## config.mk

```make
export PLATFORM = sky130hd
export DESIGN_NAME = line_replay_buffer_flat
export DESIGN_NICKNAME = d
export VERILOG_FILES = /design/src/rtl/line_replay_buffer_pkg.sv /design/src/rtl/line_replay_buffer_if.sv /design/src/rtl/line_replay_buffer_line_ram.sv /design/src/rtl/line_replay_buffer.sv /design/src/flat_wrapper.sv
export SDC_FILE = /design/constraint.sdc
export NUM_CORES = 1
export LEC_CHECK = 0
export ABC_AREA = 1
export BUFFER_PORTS_ARGS = -buffer_cell sky130_fd_sc_hd__buf_2
export CORE_ASPECT_RATIO = 0.9
export CORE_UTILIZATION = 42
export DETAILED_ROUTE_END_ITERATION = 8
export PLACE_DENSITY = 0.54
export SYNTH_ARGS = -nofsm -noshare
export SYNTH_HDL_FRONTEND = slang
export SYNTH_SLANG_ARGS = --single-unit
```

## constraint.sdc

```tcl
create_clock -name clk -period 8.68 [get_ports clk]
set_clock_uncertainty 0.1 [all_clocks]
set_input_delay 0.434 -clock clk [delete_from_list [all_inputs] [get_ports clk]]
set_output_delay 0.434 -clock clk [all_outputs]
set_load 0.02 [all_outputs]
```

## src/rtl/line_replay_buffer_pkg.sv

```systemverilog
// -----------------------------------------------------------------------------
// line_replay_pkg
//   Shared definitions for the line replay buffer and its neighbours.
//   - state_t           : buffer FSM states (fill, stream, wait, decide)
//   - *_DEF constants   : default line geometry; the zoom stage uses the same
//                         LINE_WIDTH / PIXEL_W
//   - rep_width()       : width of the replay counter for a given MAX_REPEAT
// -----------------------------------------------------------------------------
package line_replay_pkg;

    localparam int LINE_WIDTH_DEF = 160;
    localparam int PIXEL_W_DEF    = 8;
    localparam int ADDR_W_DEF     = 8;
    localparam int MAX_REPEAT_DEF = 1;

    typedef enum logic [1:0] {
        ST_FILL   = 2'd0,
        ST_STREAM = 2'd1,
        ST_WAIT   = 2'd2,
        ST_DECIDE = 2'd3
    } state_t;

    // clog2(MAX_REPEAT+1), kept at least 1 bit so MAX_REPEAT=0 still elaborates.
    function automatic int rep_width(input int max_repeat);
        return (max_repeat > 0) ? $clog2(max_repeat + 1) : 1;
    endfunction

endpackage

```

## src/rtl/line_replay_buffer_if.sv

```systemverilog
// -----------------------------------------------------------------------------
// line_replay_buffer_if
//   Groups the source handshake, the zoom-stage pacing/repeat inputs and the
//   pixel stream outputs of line_replay_buffer.
//   slave  : buffer view (inputs src_pixel/src_valid/out_en/replay_req,
//            outputs src_ready/pixel_out/pixel_valid_out/line_end_out/busy)
//   master : environment view (opposite directions)
//   Optional: LINE_REPLAY_ERR_EN adds err_overflow (buffer output).
// -----------------------------------------------------------------------------
interface line_replay_buffer_if
    import line_replay_pkg::*;
#(
    parameter int PIXEL_W = PIXEL_W_DEF
);
    logic [PIXEL_W-1:0] src_pixel;
    logic               src_valid;
    logic               src_ready;
    logic               out_en;
    logic               replay_req;
    logic [PIXEL_W-1:0] pixel_out;
    logic               pixel_valid_out;
    logic               line_end_out;
    logic               busy;
`ifdef LINE_REPLAY_ERR_EN
    logic               err_overflow;
`endif

    modport slave (
        input  src_pixel, src_valid, out_en, replay_req,
        output src_ready, pixel_out, pixel_valid_out, line_end_out, busy
`ifdef LINE_REPLAY_ERR_EN
        , output err_overflow
`endif
    );

    modport master (
        output src_pixel, src_valid, out_en, replay_req,
        input  src_ready, pixel_out, pixel_valid_out, line_end_out, busy
`ifdef LINE_REPLAY_ERR_EN
        , input err_overflow
`endif
    );

endinterface

```

## src/rtl/line_replay_buffer_line_ram.sv

```systemverilog
// -----------------------------------------------------------------------------
// line_ram
//   Single-port synchronous RAM holding one image line, registered read.
//   clk, rst : clock; async active-high reset (read register only)
//   i_we     : write i_wdata to mem[i_addr]
//   i_re     : read mem[i_addr] into o_rdata (valid the next cycle)
//   i_addr   : shared read/write address
//   o_rdata  : registered read data, holds between reads
// -----------------------------------------------------------------------------
module line_ram #(
    parameter int DEPTH  = 160,
    parameter int DATA_W = 8,
    parameter int ADDR_W = 8
) (
    input  logic              clk,
    input  logic              rst,
    input  logic              i_we,
    input  logic              i_re,
    input  logic [ADDR_W-1:0] i_addr,
    input  logic [DATA_W-1:0] i_wdata,
    output logic [DATA_W-1:0] o_rdata
);

    logic [DATA_W-1:0] r_mem [DEPTH];
    logic [DATA_W-1:0] r_rdata;

    // NOTE: the storage array has no reset so it maps onto RAM macros; only the
    // read register is reset, which keeps pixel_out defined out of reset.
    always_ff @(posedge clk) begin
        if (i_we) begin
            r_mem[i_addr] <= i_wdata;
        end
    end

    always_ff @(posedge clk or posedge rst) begin
        if (rst) begin
            r_rdata <= '0;
        end else if (i_re) begin
            r_rdata <= r_mem[i_addr];
        end
    end

    assign o_rdata = r_rdata;

endmodule

```

## src/rtl/line_replay_buffer.sv

```systemverilog
// -----------------------------------------------------------------------------
// line_replay_buffer
//   Captures one line of LINE_WIDTH pixels from the frame-memory reader, then
//   streams it to the nearest-neighbour zoom stage. After each pass the zoom
//   stage may ask for the same line again (replay_req), up to MAX_REPEAT times
//   in a row, before the buffer refills. Single bank: fill and stream alternate.
//   clk, rst        : clock; async active-high reset
//   bus (slave)     : src_pixel/src_valid/src_ready  - fill handshake
//                     out_en                         - read pacing
//                     replay_req                     - repeat request
//                     pixel_out/pixel_valid_out/line_end_out - stream (latency 1)
//                     busy - not idle (idle = FILL at address 0)
//   Optional macro LINE_REPLAY_ERR_EN: adds sticky bus.err_overflow, set when
//   the source offers data while the buffer is not filling.
//   Requires LINE_WIDTH >= 2 and 2**ADDR_W >= LINE_WIDTH.
// -----------------------------------------------------------------------------
module line_replay_buffer
    import line_replay_pkg::*;
#(
    parameter int LINE_WIDTH = LINE_WIDTH_DEF,
    parameter int PIXEL_W    = PIXEL_W_DEF,
    parameter int ADDR_W     = ADDR_W_DEF,
    parameter int MAX_REPEAT = MAX_REPEAT_DEF
) (
    input logic                clk,
    input logic                rst,
    line_replay_buffer_if.slave bus
);

    localparam int                REP_W     = rep_width(MAX_REPEAT);
    localparam logic [ADDR_W-1:0] LAST_ADDR = ADDR_W'(LINE_WIDTH - 1);
    localparam logic [ADDR_W-1:0] ADDR_ONE  = ADDR_W'(1);
    localparam logic [REP_W-1:0]  REP_MAX   = REP_W'(MAX_REPEAT);
    localparam logic [REP_W-1:0]  REP_ONE   = REP_W'(1);

    state_t             r_state;
    logic [ADDR_W-1:0]  r_wr_addr;
    logic [ADDR_W-1:0]  r_rd_addr;
    logic [REP_W-1:0]   r_rep_cnt;
    logic               r_pixel_valid;
    logic               r_line_end;

    logic               w_src_ready;
    logic               w_write;
    logic               w_read;
    logic [ADDR_W-1:0]  w_ram_addr;
    logic [PIXEL_W-1:0] w_ram_rdata;

    // Ready is a decode of the state, forced low while reset is asserted so
    // the source never sees a handshake during reset.
    assign w_src_ready = (r_state == ST_FILL) && !rst;
    assign w_write     = (r_state == ST_FILL) && bus.src_valid;
    assign w_read      = (r_state == ST_STREAM) && bus.out_en;
    assign w_ram_addr  = (r_state == ST_FILL) ? r_wr_addr : r_rd_addr;

    line_ram #(
        .DEPTH  (LINE_WIDTH),
        .DATA_W (PIXEL_W),
        .ADDR_W (ADDR_W)
    ) u_line_ram (
        .clk     (clk),
        .rst     (rst),
        .i_we    (w_write),
        .i_re    (w_read),
        .i_addr  (w_ram_addr),
        .i_wdata (bus.src_pixel),
        .o_rdata (w_ram_rdata)
    );

    // NOTE: all state here is sequential and uses non-blocking assignments so
    // every register sees the pre-edge value of every other register.
    always_ff @(posedge clk or posedge rst) begin
        if (rst) begin
            r_state       <= ST_FILL;
            r_wr_addr     <= '0;
            r_rd_addr     <= '0;
            r_rep_cnt     <= '0;
            r_pixel_valid <= 1'b0;
            r_line_end    <= 1'b0;
        end else begin
            // Flags are registered with the RAM read so they line up with the
            // read data one cycle later; no read means no valid pixel.
            r_pixel_valid <= w_read;
            r_line_end    <= w_read && (r_rd_addr == LAST_ADDR);

            case (r_state)
                ST_FILL: begin
                    if (bus.src_valid) begin
                        if (r_wr_addr == LAST_ADDR) begin
                            r_wr_addr <= '0;
                            r_state   <= ST_STREAM;
                        end else begin
                            r_wr_addr <= r_wr_addr + ADDR_ONE;
                        end
                    end
                end

                ST_STREAM: begin
                    if (bus.out_en) begin
                        if (r_rd_addr == LAST_ADDR) begin
                            r_rd_addr <= '0;
                            r_state   <= ST_WAIT;
                        end else begin
                            r_rd_addr <= r_rd_addr + ADDR_ONE;
                        end
                    end
                end

                // Last pixel is on the outputs now; the zoom stage registers
                // its repeat flag on this edge.
                ST_WAIT: begin
                    r_state <= ST_DECIDE;
                end

                ST_DECIDE: begin
                    if (bus.replay_req && (r_rep_cnt < REP_MAX)) begin
                        r_rep_cnt <= r_rep_cnt + REP_ONE;
                        r_state   <= ST_STREAM;
                    end else begin
                        r_rep_cnt <= '0;
                        r_state   <= ST_FILL;
                    end
                end

                default: begin
                    r_state <= ST_FILL;
                end
            endcase
        end
    end

`ifdef LINE_REPLAY_ERR_EN
    logic r_err_overflow;

    // Sticky until reset: the source offered a pixel the buffer could not take.
    always_ff @(posedge clk or posedge rst) begin
        if (rst) begin
            r_err_overflow <= 1'b0;
        end else if (bus.src_valid && !w_src_ready && (r_state != ST_FILL)) begin
            r_err_overflow <= 1'b1;
        end
    end

    assign bus.err_overflow = r_err_overflow;
`endif

    assign bus.src_ready       = w_src_ready;
    assign bus.pixel_out       = w_ram_rdata;
    assign bus.pixel_valid_out = r_pixel_valid;
    assign bus.line_end_out    = r_line_end;
    assign bus.busy            = !((r_state == ST_FILL) && (r_wr_addr == '0));

endmodule

```

## src/flat_wrapper.sv

```systemverilog
// flat-port wrapper written by rule: the top's interface ports become plain ports
module line_replay_buffer_flat import line_replay_pkg::*;
#(
    parameter int LINE_WIDTH = LINE_WIDTH_DEF,
    parameter int PIXEL_W    = PIXEL_W_DEF,
    parameter int ADDR_W     = ADDR_W_DEF,
    parameter int MAX_REPEAT = MAX_REPEAT_DEF
)
  (clk, rst, bus_src_pixel, bus_src_valid, bus_out_en, bus_replay_req, bus_src_ready, bus_pixel_out, bus_pixel_valid_out, bus_line_end_out, bus_busy);
  line_replay_buffer_if #(.PIXEL_W(PIXEL_W)) bus_i ();
  input logic clk;
  input logic rst;
  input wire logic [$bits(bus_i.src_pixel)-1:0] bus_src_pixel;
  input wire logic [$bits(bus_i.src_valid)-1:0] bus_src_valid;
  input wire logic [$bits(bus_i.out_en)-1:0] bus_out_en;
  input wire logic [$bits(bus_i.replay_req)-1:0] bus_replay_req;
  output wire logic [$bits(bus_i.src_ready)-1:0] bus_src_ready;
  output wire logic [$bits(bus_i.pixel_out)-1:0] bus_pixel_out;
  output wire logic [$bits(bus_i.pixel_valid_out)-1:0] bus_pixel_valid_out;
  output wire logic [$bits(bus_i.line_end_out)-1:0] bus_line_end_out;
  output wire logic [$bits(bus_i.busy)-1:0] bus_busy;
  assign bus_i.src_pixel = bus_src_pixel;
  assign bus_i.src_valid = bus_src_valid;
  assign bus_i.out_en = bus_out_en;
  assign bus_i.replay_req = bus_replay_req;
  assign bus_src_ready = bus_i.src_ready;
  assign bus_pixel_out = bus_i.pixel_out;
  assign bus_pixel_valid_out = bus_i.pixel_valid_out;
  assign bus_line_end_out = bus_i.line_end_out;
  assign bus_busy = bus_i.busy;
  line_replay_buffer #(.LINE_WIDTH(LINE_WIDTH), .PIXEL_W(PIXEL_W), .ADDR_W(ADDR_W), .MAX_REPEAT(MAX_REPEAT)) u_core (.clk(clk), .rst(rst), .bus(bus_i));
endmodule
```

=== Yosys cells after proc, flatten, opt, wreduce, memory -nomap -nowiden ===
Memory sizes are Yosys's and may differ from the RTL's. A register that Yosys moved wholly into a read port is not among the register bits.
Cells that the tools add are included.

* Bits in registers: 21
* Bits in writable memories: 1280
* Bits of input ports: 13
* Output and inout port bits: 12
* Logic and storage cells: 45
* Memories kept: 1

* Add/sub/neg operators: 3
* Magnitude comparators: 1
* Eq/ne operators: 9
* Mux-type cells: 12
* Reduce and logical (&&, ||, !) cells: 13

{| class="wikitable"
|+ Memories
! name !! depth !! bits a word !! rd ports !! clocked after Yosys merged registers in !! wr ports !! line !! source
|-
| u_core.u_line_ram.r_mem || 160 || 8 || 1 || 1 || 1 || line_replay_buffer_line_ram.sv:24 || <nowiki>logic [DATA_W-1:0] r_mem [DEPTH];</nowiki>
|}

{| class="wikitable"
|+ Operators by type and width
! kind !! number
|-
| $mux 8 || 3
|-
| $add 8x1->8 const B || 2
|-
| $eq 8x8->1 const B || 2
|-
| $logic_not 8->1 || 1
|-
| $mux 2 || 4
|-
| $ne 2x2->1 const B || 4
|-
| $pmux 2 s4 || 1
|-
| $logic_and 1x1->1 || 6
|-
| $eq 2x2->1 const B || 2
|-
| $mux 1 || 4
|-
| $reduce_and 2->1 || 2
|-
| $reduce_and 4->1 || 1
|-
| $eq 2x1->1 const B || 1
|-
| $logic_not 1->1 || 2
|-
| $logic_not 2->1 || 1
|-
| $add 1x1->1 const B || 1
|-
| $lt 1x1->1 const B || 1
|}

=== Longest topological paths before layout ===
* Depth after elaboration: 4
* Gate-level depth with buffers: 22
* Depth with buffers taken out: 19

=== Modules after synthesis ===
From an unflattened synthesis, not the netlist that was laid out.

* Cell total of the unflattened synthesis: 5063
* Area total of the unflattened synthesis: 54059.3 µm²

{| class="wikitable"
|+ Modules (own cells, without submodules)
! module !! instances !! cells an instance !! area each (µm²) !! sequential area each (µm²)
|-
| line_ram || 1 || 4903 || 52855.7 || 38637.1
|-
| line_replay_buffer || 1 || 160 || 1203.7 || 525.5
|}

=== Least setup slack after synthesis ===
No wires, ideal clock.

* Path type: reg2reg
* From: register u_core.r_state[0]
* To: memory u_core.u_line_ram.r_mem[67][0] (enable)
* Setup time: 371 ps
* Arrival time: 2386 ps
* Required time: 8209 ps
* Slack: 5823 ps
* Stages on the path, launching flop included: 12
* Path buffers: 4
* Clock period less this slack: 2857 ps
* Path through: dfrtp_1 -> inv_1 -> ha_1 -> buf_6 -> buf_4 -> o21ai_1 -> clkinv_1 -> nor2_1 -> buf_2 -> nand2_1 -> clkbuf_1 -> nor2_1

* Cells in the longest elaborated chain, start to end: 4
* Elaborated cells between the ends (all ways): 5
* Classes of those cells: mux: 3; reduce/logical: 2

{| class="wikitable"
|+ Ends and longest elaborated chain
! what !! line !! source
|-
| from (decl) || line_replay_buffer.sv:36 || <nowiki>state_t r_state;</nowiki>
|-
| from (signal assigned) || line_replay_buffer.sv:74 || <nowiki>r_state <= ST_FILL;</nowiki>
|-
| from (signal assigned) || line_replay_buffer.sv:91 || <nowiki>r_state <= ST_STREAM;</nowiki>
|-
| from (signal assigned) || line_replay_buffer.sv:102 || <nowiki>r_state <= ST_WAIT;</nowiki>
|-
| $logic_not 2->1 (*) || line_replay_buffer.sv:52, line_replay_buffer.sv:54 ||
|-
| $logic_and 1x1->1 || line_replay_buffer.sv:52 || <nowiki>assign w_write = (r_state == ST_FILL) && bus.src_valid;</nowiki>
|-
| $mux 1 || line_replay_buffer_line_ram.sv:30 || <nowiki>if (i_we) begin</nowiki>
|-
| $mux 1 (not written as such) || line_replay_buffer_line_ram.sv:31 || <nowiki>r_mem[i_addr] <= i_wdata;</nowiki>
|-
| to (decl) || line_replay_buffer_line_ram.sv:24 ||
|}

Every way passes the cells marked *; elsewhere a longest branch is shown, timed or not.

=== Final worst setup path ===
* From: register u_core.r_state[0]
* To: memory u_core.u_line_ram.r_mem[53][7] (enable)

The elaborated chain is that of the path after synthesis.

==> impl_metrics.py <==
metrics = {
    "sta": {
        "fmax_ghz": 0.1700,
        "slew_viol_final": 0,
        "rsz0062_at_grt": "no",
        "tns_ns": 0,
        "hold_viol_final": 0,
        "fin_crit_ns": 5.882,
        "setup_viol": 0,
        "worst_slew_pin_slew_ns": 1.234,
        "relSlewSlack_pct": 17.49,
        "finalCritPeriodShare_pct": 67.76,
    },
    "status": {
        "status": "completed",
    },
    "die": {
        "io_pins": 25,
        "dieHeight_microns": 342.9,
        "core.rowCount": 124,
        "die_area_sq_um": 130600,
        "core-area_sq_um": 127500,
        "die_w_microns": 380.8,
        "start_util_pct": 42.53,
    },
    "synthesis": {
        "yosysUniqueCellTypes": 33,
        "syn_avg_cell_area_sq_um": 10.68,
        "ys_warn_count": 0,
        "synth_area_sq_um": 54240,
        "synthCells": 5079,
        "syn_nets": 5098,
        "seq_area_frac_synth_pct": 72.20,
        "synth-seq-cells": 1309,
    },
    "power": {
        "powerDensity_nw_per_um2": 363.4,
        "peakVddDrop_uv": 450.9,
        "p_leak_nw": 23.17,
    },
    "clocking": {
        "path_clk_slew_ns": 0.06,
        "cts_tree": "built",
        "cts-resized-gates": 0,
        "clk_latency_ns": 0.77,
        "clock_sinks": 1309,
        "clock-root-buffer": "clkbuf_16",
        "cts_max_path_buffers": 3,
        "htree_levels": 4,
        "cts_inserted_buffers": 135,
    },
    "route": {
        "drtAntennaViolNets": 0,
        "drtPass1Iterations": 5,
        "remaining_drc_errors": 0,
        "drt-total-wl_microns": 156300,
        "vias_per_cell": 5.233,
        "drt_iter0_markers": 3820,
        "wl_per_cell_microns": 22.77,
        "routed-via-count": 35910,
    },
    "cells_and_area": {
        "final_cell_area_sq_um": 60140,
        "nFillCells": 11730,
        "layout.cells.most_common": "nand2_1",
        "nets": 5079,
        "final_cell_mix": "nand2_1 (2799), edfxtp_1 (1280), nor2_1 (306), nand3_1 (190), clkbuf_16 (140)",
        "area_growth_syn_to_layout_pct": 10.87,
        "drive_above_1_share_pct": 5.853,
    },
    "worst_setup_path": {
        "cp_max_fo": 103,
        "max_stage_delay_ns": 0.98,
        "worstSetupEndpointType": "register",
        "cp-start-kind": "register",
        "path_class": "reg2reg",
        "worstPathRequired_ns": 8.97,
        "critPathSlowestCell": "nor2_4",
        "crit_chain": "inv_1 > ha_1 > inv_4 > nand2_1 > nand2_8 > nor2_4 > buf_4 > nand3_2 > nor2_1",
        "crit_arrival_ns": 6.17,
    },
    "global_routing": {
        "grt_max_degree": 184,
        "antenna_found_initial": 1,
        "first_global_vias": 34450,
        "grt_usage_pct": 23.97,
        "grt_pass1_wl_microns": 230800,
        "overflow": 0,
    },
    "placement": {
        "dpl-instance-area_sq_um": 55920,
        "place_congestion": 0.8655,
        "port_buffers": 24,
        "dpl.hpwl_microns": 87380,
    },
    "run": {
        "cap_violations": 0,
    },
    "hold_path": {
        "hold_path.class": "in2reg",
    },
}
## critical path: cells and delay by family (launching register included)
family / cells / cell delay, ns
adders and majority gates: 1 / 0.60
and+or+nand+nor: 5 / 3.43
DFF: 1 / 0.40
buffers and inverters: 3 / 0.89
## synthesized netlist by cell type
cell type  number  area (sq um)
nand4_1        24         150.1
ha_1            6         75.07
a31oi_1         7         43.79
nand3_1       193         965.9
nand2_4         1         11.26
or2_2           4         25.02
inv_2          12         45.04
nor3b_1         3         22.52
inv_1          37         138.9
xor2_1          5         43.79
clkbuf_1       54         202.7
clkinv_1        1         3.750
or2_1           1         6.260
buf_4          26         195.2
buf_2         139         695.7
buf_1          22         82.58
nand2_2         4         25.02
nor3_1          9         45.04
nor2_2          6         37.54
nor4_1          3         18.77
o21ai_0        26         130.1
o22ai_1         2         12.51
nand2_1      2801         10510
o21ai_2         2         17.52
buf_6           3         33.78
a21oi_1        21         105.1
inv_4           1         6.260
xnor2_1         1         8.760
o21ai_1        46         230.2
edfxtp_1     1280         38440
dfrtp_1        29         725.7
nor2_1        307          1152
nor2_4          3         33.78
## layer usage
metal  wire (microns)  track usage (%)
met5                0                0
met1            69180            34.40
met3            12360            4.625
met4             3822            7.262
met2            70900            37.00
## path summary, 6_finish.rpt
check	slack [ns]	start	end	depth (start not counted)
min in group asynchronous	0.24	rst	u_core.r_rep_cnt	4
worst max-delay path	2.80	u_core.r_state[0]	u_core.u_line_ram.r_mem[53][7]	9
worst min-delay path	0.06	bus_src_pixel[4]	u_core.u_line_ram.r_mem[116][4]	1
worst max register to register	2.80	u_core.r_state[0]	u_core.u_line_ram.r_mem[53][7]	9
max in group asynchronous	7.89	rst	u_core.u_line_ram.o_rdata[6]	4
worst min register to register	0.43	u_core.r_rd_addr[6]	u_core.r_rd_addr[6]	2
## final cells by class
type	instances	area, sq um	area share [%]
clock inverters	58	526.8	0.8759
flip-flops and latches	1309	39160	65.12
well taps	1701	2128	3.539
repair buffers	88	710.7	1.182
diodes	1	2.502	0.004161
multi-input cells	3475	13760	22.88
clock buffers	179	3650	6.069
inverters	51	198.9	0.3308
## stage by stage
stage	hold WS (ns)	util, %	total power, W	cells	setup slack [ns]
after floorplan	0.3851	-	0.01307	5079	5.823
after global placement	0.4118	43.85	0.01630	6620	2.906
after detailed placement	0.4212	43.85	0.01630	6620	2.811
after CTS	0.02671	47.15	0.02192	6861	2.814
after global routing	0.05022	47.15	0.02309	6861	2.606
final	0.06009	47.15	0.02185	6862	2.798
## repair_timing
item / CTS / global route
setup buffers: 0 / 0
hold buffers: 4 / 0
hold endpoints to repair: 34 / 0
setup endpoints to repair: 0 / 0
## sequential cells by signal (all words and copies together) (netlist names)
signal	count
u_core.u_line_ram.r_mem	1280
u_core.r_rd_addr	8
u_core.r_wr_addr	8
u_core.u_line_ram.o_rdata	8
u_core.r_state	2
u_core.bus.line_end_out	1
u_core.bus.pixel_valid_out	1
u_core.r_rep_cnt	1
## power by group
part	switching, W	total, W	internal, W
clock	0.00243	0.00563	0.00320
combinational	0.00696	0.00914	0.00218
sequential	0.0000825	0.00709	0.00700
## kinds of logic (layout without fill, tap and decap cells)
kind of cell	Yosys count	in the layout	share of synthesized area, %
fa+ha+maj	6	6	0.1384
compound gates	104	104	0.9942
xor+xnor	6	6	0.09688
other cells	0	1	0
simple gates	3359	3359	23.98
flops	1309	1309	72.20
buf+inv	295	376	2.588
Note: power is estimated with default switching activity, not from simulation.
